--- src/rtl/msrv32_pkg.sv ---
// Shared types and constants for the writeback scheduler slice.
package msrv32_pkg;

  localparam int STARVE_LIMIT_DEF = 4;
  localparam int STARVE_CNT_W     = 4;

  typedef enum logic {
    ST_NORMAL  = 1'b0,
    ST_FORCE_B = 1'b1
  } wb_state_e;

endpackage

--- src/rtl/msrv32_scoreboard.sv ---
// Pending-write scoreboard for long-latency destinations plus decode hazard detection.
module msrv32_scoreboard (
  input  logic       clk_in,
  input  logic       rst_in,
  input  logic       set_en_in,
  input  logic [4:0] set_addr_in,
  input  logic       clr_en_in,
  input  logic [4:0] clr_addr_in,
  input  logic [4:0] rs_1_addr_in,
  input  logic [4:0] rs_2_addr_in,
  output logic       hazard_out,
  output logic       clr_unpending_out
);

  logic [31:0] r_pending;
  logic [31:0] w_set_mask;
  logic [31:0] w_clr_mask;
  logic        w_rs_1_busy;
  logic        w_rs_2_busy;

  // x0 is never tracked; set wins over clear because it is OR-ed in last.
  always_comb begin
    w_set_mask = 32'd0;
    w_clr_mask = 32'd0;
    if (set_en_in && (set_addr_in != 5'd0)) begin
      w_set_mask = 32'd1 << set_addr_in;
    end else begin
      w_set_mask = 32'd0;
    end
    if (clr_en_in) begin
      w_clr_mask = 32'd1 << clr_addr_in;
    end else begin
      w_clr_mask = 32'd0;
    end
  end

  always_ff @(posedge clk_in or posedge rst_in) begin
    if (rst_in) begin
      r_pending <= 32'd0;
    end else begin
      r_pending <= (r_pending & ~w_clr_mask) | w_set_mask;
    end
  end

  // A source being written back this cycle is forwarded, so it does not stall.
  always_comb begin
    w_rs_1_busy = (rs_1_addr_in != 5'd0) && r_pending[rs_1_addr_in] &&
                  !(clr_en_in && (clr_addr_in == rs_1_addr_in));
    w_rs_2_busy = (rs_2_addr_in != 5'd0) && r_pending[rs_2_addr_in] &&
                  !(clr_en_in && (clr_addr_in == rs_2_addr_in));
    hazard_out  = !rst_in && (w_rs_1_busy || w_rs_2_busy);
    clr_unpending_out = clr_en_in && (clr_addr_in != 5'd0) && !r_pending[clr_addr_in];
  end

endmodule

--- src/rtl/msrv32_wb_scheduler.sv ---
// Writeback port arbiter between stage-3 (A) and long-latency loads (B) with B starvation guard.
module msrv32_wb_scheduler
  import msrv32_pkg::*;
#(
  parameter int STARVE_LIMIT = STARVE_LIMIT_DEF
) (
  input  logic        ms_riscv32_mp_clk_in,
  input  logic        ms_riscv32_mp_rst_in,
  input  logic        a_valid_in,
  input  logic [4:0]  a_rd_addr_in,
  input  logic [31:0] a_rd_data_in,
  output logic        a_ready_out,
  input  logic        b_valid_in,
  input  logic [4:0]  b_rd_addr_in,
  input  logic [31:0] b_rd_data_in,
  output logic        b_ready_out,
  input  logic        issue_valid_in,
  input  logic [4:0]  issue_rd_addr_in,
  input  logic [4:0]  rs_1_addr_in,
  input  logic [4:0]  rs_2_addr_in,
  output logic        hazard_out,
  output logic [4:0]  rd_addr_out,
  output logic        wr_en_out,
  output logic [31:0] rd_out,
  output logic        proto_err_out
);

  localparam logic [STARVE_CNT_W-1:0] LP_CNT_LAST = STARVE_CNT_W'(STARVE_LIMIT - 1);

  wb_state_e               r_state;
  wb_state_e               w_state_nxt;
  logic [STARVE_CNT_W-1:0] r_starve_cnt;
  logic [STARVE_CNT_W-1:0] w_starve_cnt_nxt;
  logic                    w_grant_a;
  logic                    w_grant_b;
  logic                    w_b_dropped;
  logic                    w_clr_unpending;
  logic                    r_proto_err;

  always_ff @(posedge ms_riscv32_mp_clk_in or posedge ms_riscv32_mp_rst_in) begin
    if (ms_riscv32_mp_rst_in) begin
      r_state      <= ST_NORMAL;
      r_starve_cnt <= {STARVE_CNT_W{1'b0}};
      r_proto_err  <= 1'b0;
    end else begin
      r_state      <= w_state_nxt;
      r_starve_cnt <= w_starve_cnt_nxt;
      r_proto_err  <= r_proto_err | w_b_dropped | w_clr_unpending;
    end
  end

  // Grants are gated by reset so nothing reaches the register file while it is held.
  always_comb begin
    w_grant_a        = 1'b0;
    w_grant_b        = 1'b0;
    w_b_dropped      = 1'b0;
    w_state_nxt      = ST_NORMAL;
    w_starve_cnt_nxt = {STARVE_CNT_W{1'b0}};
    if (!ms_riscv32_mp_rst_in) begin
      case (r_state)
        ST_NORMAL: begin
          if (a_valid_in) begin
            w_grant_a = 1'b1;
          end else begin
            w_grant_b = b_valid_in;
          end
          if (b_valid_in && !w_grant_b) begin
            if (r_starve_cnt == LP_CNT_LAST) begin
              w_state_nxt      = ST_FORCE_B;
              w_starve_cnt_nxt = {STARVE_CNT_W{1'b0}};
            end else begin
              w_state_nxt      = ST_NORMAL;
              w_starve_cnt_nxt = r_starve_cnt + {{(STARVE_CNT_W-1){1'b0}}, 1'b1};
            end
          end else begin
            w_state_nxt      = ST_NORMAL;
            w_starve_cnt_nxt = {STARVE_CNT_W{1'b0}};
          end
        end
        ST_FORCE_B: begin
          w_grant_b   = b_valid_in;
          w_b_dropped = !b_valid_in;
          w_state_nxt = ST_NORMAL;
        end
        default: begin
          w_state_nxt = ST_NORMAL;
        end
      endcase
    end else begin
      w_grant_a   = 1'b0;
      w_grant_b   = 1'b0;
      w_state_nxt = ST_NORMAL;
    end
  end

  always_comb begin
    a_ready_out = w_grant_a;
    b_ready_out = w_grant_b;
    rd_addr_out = 5'd0;
    rd_out      = 32'd0;
    if (w_grant_a) begin
      rd_addr_out = a_rd_addr_in;
      rd_out      = a_rd_data_in;
    end else if (w_grant_b) begin
      rd_addr_out = b_rd_addr_in;
      rd_out      = b_rd_data_in;
    end else begin
      rd_addr_out = 5'd0;
      rd_out      = 32'd0;
    end
    wr_en_out     = (w_grant_a || w_grant_b) && (rd_addr_out != 5'd0);
    proto_err_out = r_proto_err && !ms_riscv32_mp_rst_in;
  end

  msrv32_scoreboard u_scoreboard (
    .clk_in            (ms_riscv32_mp_clk_in),
    .rst_in            (ms_riscv32_mp_rst_in),
    .set_en_in         (issue_valid_in),
    .set_addr_in       (issue_rd_addr_in),
    .clr_en_in         (w_grant_b),
    .clr_addr_in       (b_rd_addr_in),
    .rs_1_addr_in      (rs_1_addr_in),
    .rs_2_addr_in      (rs_2_addr_in),
    .hazard_out        (hazard_out),
    .clr_unpending_out (w_clr_unpending)
  );

endmodule

--- config.mk ---
export PLATFORM = sky130hd
export DESIGN_NAME = msrv32_wb_scheduler
export DESIGN_NICKNAME = d
export VERILOG_FILES = /design/src/rtl/msrv32_pkg.sv /design/src/rtl/msrv32_scoreboard.sv /design/src/rtl/msrv32_wb_scheduler.sv
export SDC_FILE = /design/constraint.sdc
export NUM_CORES = 1
export LEC_CHECK = 0
export ABC_CLOCK_PERIOD_IN_PS = 3600
export CAP_MARGIN = 20
export CORE_ASPECT_RATIO = 1.1
export CORE_UTILIZATION = 42
export DETAILED_ROUTE_END_ITERATION = 10
export PLACE_DENSITY = 0.84
export RECOVER_POWER = 25
export REMOVE_ABC_BUFFERS = 1
export SYNTH_ARGS = -nofsm -noshare
export SYNTH_HDL_FRONTEND = slang
export SYNTH_SLANG_ARGS = --single-unit
--- constraint.sdc ---
create_clock -name ms_riscv32_mp_clk_in -period 3.6 [get_ports ms_riscv32_mp_clk_in]
set_clock_uncertainty 0.15 [all_clocks]
set_input_delay 0.72 -clock ms_riscv32_mp_clk_in [delete_from_list [all_inputs] [get_ports ms_riscv32_mp_clk_in]]
set_output_delay 0.72 -clock ms_riscv32_mp_clk_in [all_outputs]
set_load 0.01 [all_outputs]
==> metrics.cfg, run 1 <==
[status]
status = finished, violations left
violations = max-capacitance violations, max-slew violations

[cts]
clock_latency_ns = 0.29
cts_tree = done
clockBufferDepth = 2
cts_sinks = 38
cts_buffers = 5
cts.reportedPaths.clkPinSlew_ns = 0.08
cts-htree-levels = 2
cts.root.buffer_cell = clkbuf_8

[grt]
grt_use_total = 0.314
grt_max_degree = 39
overflow = 0
antenna_found_initial = 0
grt_pass1_wl_um = 17300
grt_pass1_vias = 3385

[die]
ioPinCount = 136
core_um2 = 6710
die_area_um2 = 7410
start_util = 0.442
die_w_um = 82.2
die_height_um = 90.2
rows = 31

[worst_setup_path]
crit_required_ns = 2.73
critical_path.max_fanout = 6
rrSetupSlack_ns = 1.61
cp-start-kind = primary input
cp-end-kind = output pin
r2r-start = r_state
r2r-end = u_scoreboard.r_pending[24]
ff2ff_path_depth = 8
arrival_ns = 2.64
worst-setup-path-type = primary input to output pin

[placed_design]
dp_hpwl_um = 8890
dpl.cell_count = 528
io_buffers = 135
place_congestion = 0.934

[power_and_ir_drop]
netSwitchingFraction = 0.325
powerDensity_nw_per_um2 = 317
power.internal_uw = 1030
p_switching_uw = 494
ir_worst_vdd_v = 0.000315
clkPwrFrac = 0.201
pwr-share-seq = 0.407
leakagePower_uw = 0.00191
combPwrFrac = 0.392

[timing]
period_share = 0.976
post-route-min-period_ns = 3.51
final_hold_viol_count = 0
setup_viol = 0
slew-limit-headroom = -0.396
worstMarginPinSlew_ns = 2.09
max_freq_mhz = 285
rsz0062_at_grt = true
slew_violations = 39

[yosys]
yosysUniqueCellTypes = 48
syn_area_per_cell_um2 = 9.99
synth-edff-count = 0
synth_top_area_frac = 0.320
synth_common_cells = o21ai_0, dfrtp_1, a22o_1
synth_seq_cells = 38
synth_most_common_cell = o21ai_0
synthesis.area_um2 = 2970
synthCells = 297
synth_area_leaders = dfrtp_1, mux4_2, a22o_1
ys.flop_type = dfrtp_1
ys_warn_count = 0
async_reset_ff_frac = 1.00
yosysTopAreaCell = dfrtp_1
ys_seq_area_frac = 0.320

[routing]
drt-total-wl_um = 11300
drt_iter0_drc = 206
dr_total_vias = 3380
wire_per_inst_um = 21.0
viasPerCell = 6.27
dr.pass1.iters = 5
ant_nets = 0
drc = 0

[cells_and_area]
syn_to_final_growth_pct = 61.4
final_layout_size_suffix_gt1_frac = 0.151
final_cells = 539
nNetsFinal = 551
antenna_cells = 0
fin_util = 0.714

[run]
maxCapViolations = 1

[min_path]
hold_path_class = flip-flop to flip-flop
hold-path-cell-count = 1
min-delay-start = r_starve_cnt[0]
min_to = r_starve_cnt[0]

state kept, by name, indices dropped and copies added, names as in the netlist:
signal / count
r_proto_err: 1
r_starve_cnt: 4
r_state: 1
u_scoreboard.r_pending: 32
power groups by stage:
stage	Sequential (µW)	Combinational [µW]	Clock, µW
5_1_grt	623	642	323
2_1_floorplan	570	298	0
4_1_cts	607	588	307
3_5_place_dp	614	586	0
3_3_place_gp	606	571	0
6_report	618	596	305
cells by family (layout without fill, tap and decap cells):
logic type                 after synthesis  after routing  share of synthesized area
AOI/OAI and AO/OA                      118            118                      0.271
and+or+nand+nor                         69             69                      0.132
DFF                                     38             38                      0.320
muxes                                   32             32                      0.199
buffers and inverters                   28            188                     0.0413
xor gates and xnor gates                11             11                     0.0325
adders and majority gates                1              1                    0.00422
repair_timing:
item	in CTS	in global routing
endpoints found under the setup margin	15	12
hold endpoints to repair	0	0
gates resized for setup	5	8
setup buffers	0	3
hold buffers	0	0
pin swaps	0	2
metrics by stage:
step	setup WS [ns]	instance area [µm²]	hold WS (ns)	power [µW]	TNS, ns
after detailed placement	-0.331	4640	0.331	1200	-0.505
after floorplan	-0.230	2860	0.289	868	-1.05
after CTS	0.0353	4730	0.341	1500	0
after global routing	0.00694	4790	0.361	1590	0
final	0.0870	4790	0.345	1520	0
after global placement	-0.305	4640	0.303	1180	-0.456
metal layers:
layer  track usage  wire [µm]  vias up
li1              -          -     1513
met3        0.0893       1360       52
met5             0          0        -
met4         0.175        624        0
met2         0.533       5520      250
met1         0.340       3840     1565
final cells by class:
type	count	area (µm²)
Fill cell	493	1920
Tap cell	82	103
Inverter	5	18.8
Clock buffer	7	86.3
Multi-Input combinational cell	231	1930
Timing Repair Buffer	175	1690
Sequential cell	38	951
Clock inverter	1	5.00
cell usage in the layout (no fill, tap or decap), drive strengths merged, types with 3 or more instances in the layout:
cell	n
a21oi	4
nor3	4
nand3	11
inv	5
dlygate4sd2	3
nand3b	7
nor2	8
dfrtp	38
nor2b	7
dlymetal6s2s	3
or3	3
nor4	3
xnor2	6
a31oi	4
mux4	20
clkbuf	8
a22o	36
clkdlybuf4s50	129
o21ai	54
nand2b	4
buf	39
xor2	5
mux2i	12
o41ai	7
nand2	11
critical path, cell delays in order:
cell and delay, ns:
clkdlybuf4s50_1 0.46, nand2b_2 0.24, nor2_4 0.20, buf_4 0.17
buf_4 0.14, nand2_1 0.10, nand2_1 0.07, clkdlybuf4s50_1 0.55
worst max path at each step:
stage	cells past startpoint	start	slack [ns]	endpoint
final	8	ms_riscv32_mp_rst_in	0.09	rd_addr_out[4]
after floorplan	5	ms_riscv32_mp_rst_in	-0.23	wr_en_out
after detailed placement	7	rs_2_addr_in[0]	-0.33	hazard_out
after global routing	6	ms_riscv32_mp_rst_in	0.007	rd_out[18]
after CTS	7	rs_1_addr_in[0]	0.04	hazard_out
after global placement	7	rs_2_addr_in[0]	-0.31	hazard_out
No activity file was read; power rests on OpenSTA's default activity.
==> run 2, diff against run 1 <==
--- a/config.mk
+++ b/config.mk
@@ -8,11 +8,12 @@
 export ABC_CLOCK_PERIOD_IN_PS = 3600
 export CAP_MARGIN = 20
 export CORE_ASPECT_RATIO = 1.1
-export CORE_UTILIZATION = 42
+export CORE_UTILIZATION = 43
 export DETAILED_ROUTE_END_ITERATION = 10
-export PLACE_DENSITY = 0.84
+export PLACE_DENSITY = 0.85
 export RECOVER_POWER = 25
 export REMOVE_ABC_BUFFERS = 1
 export SYNTH_ARGS = -nofsm -noshare
 export SYNTH_HDL_FRONTEND = slang
+export SYNTH_HIERARCHICAL = 1
 export SYNTH_SLANG_ARGS = --single-unit
==> metrics.cfg, run 2 <==
[status]
status = finished, violations left
violations = max-capacitance violations, max-slew violations

[grt]
grt_max_degree = 33
grt_pass1_vias = 3252
grt_pass1_wl_um = 16700
antenna_found_initial = 0
grt_use_total = 0.303
overflow = 0

[yosys]
synth_common_cells = o21ai_0, dfrtp_1, a22o_1
yosysTopAreaCell = dfrtp_1
ys.flop_type = dfrtp_1
synthesis.area_um2 = 3040
synth-edff-count = 0
synth_seq_cells = 38
synth_compound_area_frac = 0.242
synthCells = 302
synthMuxAreaShare = 0.213
yosysUniqueCellTypes = 46
synth_top_area_frac = 0.313
synth-simple-area-share = 0.139
ys_warn_count = 6
yosys.area_share.xor_xnor = 0.0317
synth_top_family_by_area = compound AO/OA/AOI/OAI gates
synth_area_leaders = dfrtp_1, mux4_2, o21ai_0
async_reset_ff_frac = 1.00
synth_most_common_cell = o21ai_0
syn_area_per_cell_um2 = 10.1
synth-adder-area-share = 0.00412
ys_seq_area_frac = 0.313

[cells_and_area]
layout_commonest_cell = clkdlybuf4s50_1
max_flop_register = u_scoreboard/r_pending
n_fill_cell = 485
largest_reg_flops = 32
final_layout_size_suffix_gt1_frac = 0.153
syn_to_final_growth_pct = 54.4
reg.largest.list = u_scoreboard/r_pending x32, r_starve_cnt x4
nNetsFinal = 544
final_cell_mix = clkdlybuf4s50_1, o21ai_0, dfrtp_1, a22o_1, buf_4
final_area_um2 = 4690
antenna_cells = 0

[placed_design]
dp_hpwl_um = 8930
place_congestion = 1.04
io_buffers = 135
place_area_um2 = 4600

[routing]
drc = 0
dr.pass1.iters = 5
viasPerCell = 6.19
drt-total-wl_um = 11200
drt_iter0_drc = 261
dr_total_vias = 3293
wire_per_inst_um = 21.1
ant_nets = 0

[worst_setup_path]
crit_required_ns = 2.73
path_delay_family = buffers and inverters
ff2ff_path_depth = 7
arrival_ns = 2.67
startpoint = ms_riscv32_mp_rst_in
cp-end-kind = output pin
cpPeakStageDelay_ns = 0.58
crit_path_cell_trace = dlygate4sd3_1 > buf_4 > nor2_2 > buf_12 > a22o_1 > clkdlybuf4s50_1
cp-endpoint = rd_out[20]
cp-start-kind = primary input
worst-setup-path-type = primary input to output pin
r2r-start = r_state
rrSetupSlack_ns = 1.44
crit_buf_inv = 4
crit_slowest_cell = clkdlybuf4s50_1
cp_num_cells = 6
r2r-end = u_scoreboard/r_pending[25]
critical_path.max_fanout = 31

[timing]
setup_viol = 0
slew-limit-headroom = -0.141
max_freq_mhz = 282
rsz0062_at_grt = false
slew_violations = 33
post-route-min-period_ns = 3.54
period_share = 0.984
final_hold_viol_count = 0
worstMarginPinSlew_ns = 1.71
tns_ns = 0

[die]
die_height_um = 90.1
ioPinCount = 136
rows = 31
die_w_um = 82.1
core_um2 = 6710
die_area_um2 = 7400
start_util = 0.452

[cts]
cts.root.buffer_cell = clkbuf_8
cts-htree-levels = 2
clockBufferDepth = 2
cts_tree = done
cts.reportedPaths.clkPinSlew_ns = 0.07
post_cts_buffers = 0
clock_latency_ns = 0.30
cts_sinks = 38
cts_buffers = 5

[power_and_ir_drop]
ir_worst_vdd_v = 0.000317
leakagePower_uw = 0.00179
fin_total_pwr_uw = 1520
powerDensity_nw_per_um2 = 325

[run]
maxCapViolations = 1

[min_path]
hold_path_class = flip-flop to flip-flop

[run 2: through the flow]
step           utilization  hold slack, ns  setup slack, ns  instances
6_report             0.698           0.312           0.0564        532
5_1_grt              0.698           0.359          0.00364        532
4_1_cts              0.699           0.320           0.0392        532
3_5_place_dp         0.685           0.303           -0.239        524
3_3_place_gp         0.685           0.297           -0.181        524
2_1_floorplan            -           0.279            0.841        277
[run 2: worst min path at each step]
stage	depth (start not counted)	startpoint	to	slack, ns
after floorplan	1	r_proto_err	r_proto_err	0.28
after global placement	1	r_proto_err	r_proto_err	0.30
after detailed placement	1	r_proto_err	r_proto_err	0.30
after CTS	1	r_proto_err	r_proto_err	0.32
after global routing	1	r_proto_err	r_proto_err	0.36
final	1	r_proto_err	r_proto_err	0.31
[run 2: cell families after synthesis]
family          after synthesis
buf+inv                      30
simple gates                 73
compound gates              115
flops                        38
fa+ha+maj                     1
xor+xnor                     11
mux                          34
[run 2: cell type report]
cell class / count / area [µm²] / share of cell area
multi-input cells: 234 / 1910 / 0.408
repair buffers: 165 / 1610 / 0.343
flip-flops and latches: 38 / 951 / 0.203
well taps: 82 / 103 / 0.0219
clock buffers: 6 / 82.6 / 0.0176
inverters: 5 / 18.8 / 0.00401
clock inverters: 2 / 12.5 / 0.00267
[run 2: power breakdown]
group / total [µW] / internal (µW) / switching [µW]
clock: 301 / 154 / 147
sequential: 624 / 512 / 112
combinational: 598 / 363 / 235
total: 1520 / 1030 / 494
[run 2: metal layers]
layer  routed length (µm)  vias to the layer above  GRT usage  part of all wire
met5                    0                        -          0                 0
met4                  371                        0      0.118             0.033
met3                 1320                       39     0.0731              0.12
met2                 5610                      228      0.530              0.50
met1                 3930                     1556      0.344              0.35
li1                     -                     1470          -                 -
[run 2: repair_timing]
action / 4_1_cts / 5_1_grt
pin swaps: 0 / 1
hold buffers: 0 / 0
gates resized for setup: 3 / 2
setup endpoints to repair: 1 / 1
hold endpoints to repair: 0 / 0
==> run 3, diff against run 2 <==
--- a/config.mk
+++ b/config.mk
@@ -5,12 +5,12 @@
 export SDC_FILE = /design/constraint.sdc
 export NUM_CORES = 1
 export LEC_CHECK = 0
-export ABC_CLOCK_PERIOD_IN_PS = 3600
+export ABC_CLOCK_PERIOD_IN_PS = 2900
 export CAP_MARGIN = 20
 export CORE_ASPECT_RATIO = 1.1
-export CORE_UTILIZATION = 43
+export CORE_UTILIZATION = 39
 export DETAILED_ROUTE_END_ITERATION = 10
-export PLACE_DENSITY = 0.85
+export PLACE_DENSITY = 0.82
 export RECOVER_POWER = 25
 export REMOVE_ABC_BUFFERS = 1
 export SYNTH_ARGS = -nofsm -noshare
==> constraint.sdc (replaced) <==
create_clock -name ms_riscv32_mp_clk_in -period 2.9 [get_ports ms_riscv32_mp_clk_in]
set_clock_uncertainty 0.15 [all_clocks]
set_input_delay 0.58 -clock ms_riscv32_mp_clk_in [delete_from_list [all_inputs] [get_ports ms_riscv32_mp_clk_in]]
set_output_delay 0.58 -clock ms_riscv32_mp_clk_in [all_outputs]
set_load 0.01 [all_outputs]
==> metrics.cfg, run 3 (synthesis results as in run 2) <==
[power_and_ir_drop]
clkPwrFrac = 0.227
p_switching_uw = 607
ir_worst_vdd_v = 0.000335
leakagePower_uw = 0.00209
powerDensity_nw_per_um2 = 404
netSwitchingFraction = 0.309
pwr-share-seq = 0.393
power.internal_uw = 1360
combPwrFrac = 0.380

[timing]
slew-limit-headroom = 0.466
setup_viol = 0
period_share = 0.987
rsz0062_at_grt = false
slew_violations = 0
final_hold_viol_count = 0
max_freq_mhz = 349
worstMarginPinSlew_ns = 0.801
post-route-min-period_ns = 2.86
setup_slack_ns = 0.0387

[cts]
clock_latency_ns = 0.28
cts_buffers = 5
cts.root.buffer_cell = clkbuf_8
cts-htree-levels = 2
cts_sinks = 38
cts_tree = done
cts.reportedPaths.clkPinSlew_ns = 0.07
clockBufferDepth = 2
cts_hold_buf = 0

[cells_and_area]
n_fill_cell = 621
fin_util = 0.647
largest_reg_flops = 32
final_cell_mix = clkdlybuf4s50_1, o21ai_0, dfrtp_1, dlygate4sd2_1, buf_4
nNetsFinal = 561
syn_to_final_growth_pct = 60.2
layout_commonest_cell = clkdlybuf4s50_1
final_area_um2 = 4860
max_flop_register = u_scoreboard/r_pending
final_layout_size_suffix_gt1_frac = 0.200
reg.largest.list = u_scoreboard/r_pending x32, r_starve_cnt x4

[routing]
drc = 0
wire_per_inst_um = 20.1
drt-total-wl_um = 11500
viasPerCell = 5.90
dr_total_vias = 3373
dr.pass1.iters = 6
drt_iter0_drc = 249
ant_nets = 0

[worst_setup_path]
crit_required_ns = 2.17
crit_slowest_cell = clkdlybuf4s50_1
cp-start-kind = primary input
arrival_ns = 2.13
critical_path.max_fanout = 4
cp-end-kind = output pin
cpPeakStageDelay_ns = 0.49
worst-setup-path-type = primary input to output pin
crit_path_cell_trace = clkdlybuf4s50_1 > inv_1 > and3_4 > buf_4 > buf_4 > a31oi_1 > nand3_1 > o22ai_2 > clkbuf_2
crit_path_frequent_cell = buf_4

[placed_design]
pre_cts_ws_ns = -0.618
place_congestion = 0.962
place_area_um2 = 4720
io_buffers = 135
dp_hpwl_um = 9020

[die]
die_area_um2 = 8140
ioPinCount = 136
core_um2 = 7510
die_w_um = 86.1
die_height_um = 94.5
start_util = 0.404
rows = 33

[status]
status = completed

[grt]
grt_max_degree = 33
grt_use_total = 0.281
grt_pass1_wl_um = 17200
antenna_found_initial = 2
overflow = 0
grt_pass1_vias = 3401

[min_path]
hold_path_class = flip-flop to flip-flop

[run]
maxCapViolations = 0

run 3: cell type report:
class                      count  area [µm²]  share of cell area
sequential                    38         951               0.196
multi-input combinational    234        1930               0.397
antenna                        1        2.50            0.000515
clock inverter                 1        30.0             0.00618
inverter                       5        18.8             0.00386
clock buffer                   6        82.6              0.0170
tap                          105         131              0.0270
timing repair buffer         182        1710               0.353
run 3: stage by stage:
step | power [µW] | cells | hold WS, ns | setup TNS, ns
2_1_floorplan | 1090 | 277 | 0.238 | 0
3_3_place_gp | 1500 | 558 | 0.291 | -8.05
3_5_place_dp | 1520 | 558 | 0.302 | -8.80
4_1_cts | 1950 | 571 | 0.318 | -0.0792
5_1_grt | 2060 | 571 | 0.342 | 0
6_report | 1960 | 572 | 0.318 | 0
run 3: per-layer routing:
metal / track usage / part of all wire / vias to the layer above
li1: - / - / 1503
met4: 0.115 / 0.031 / 0
met2: 0.494 / 0.48 / 228
met5: 0 / 0 / -
met3: 0.101 / 0.13 / 37
met1: 0.308 / 0.35 / 1605
run 3: power groups by stage:
stage	Sequential [µW]	Combinational (µW)	Clock (µW)
6_report	771	746	446
5_1_grt	776	799	480
4_1_cts	760	737	455
3_5_place_dp	771	750	0
3_3_place_gp	767	729	0
2_1_floorplan	705	385	0
run 3: worst max-delay path, delay by kind of cell:
family / cells / cell delay (ns)
buffers and inverters: 5 / 0.99
AOI/OAI and AO/OA: 2 / 0.24
and+or+nand+nor: 2 / 0.33
run 3: worst paths after layout:
check	endpoint	start	slack (ns)	cells past startpoint
setup / recovery	hazard_out	ms_riscv32_mp_rst_in	0.04	9
hold / removal	r_proto_err	r_proto_err	0.32	1
setup reg to reg	u_scoreboard/r_pending[12]	r_state	0.57	9
hold reg to reg	r_proto_err	r_proto_err	0.32	1
max in group asynchronous	u_scoreboard/r_pending[21]	ms_riscv32_mp_rst_in	1.02	5
min in group asynchronous	r_starve_cnt[2]	ms_riscv32_mp_rst_in	0.55	3
run 3: repair_timing:
item,CTS,global route
pin swaps,1,1
gates resized for setup,51,16
setup buffers,6,0
setup endpoints to repair,40,7
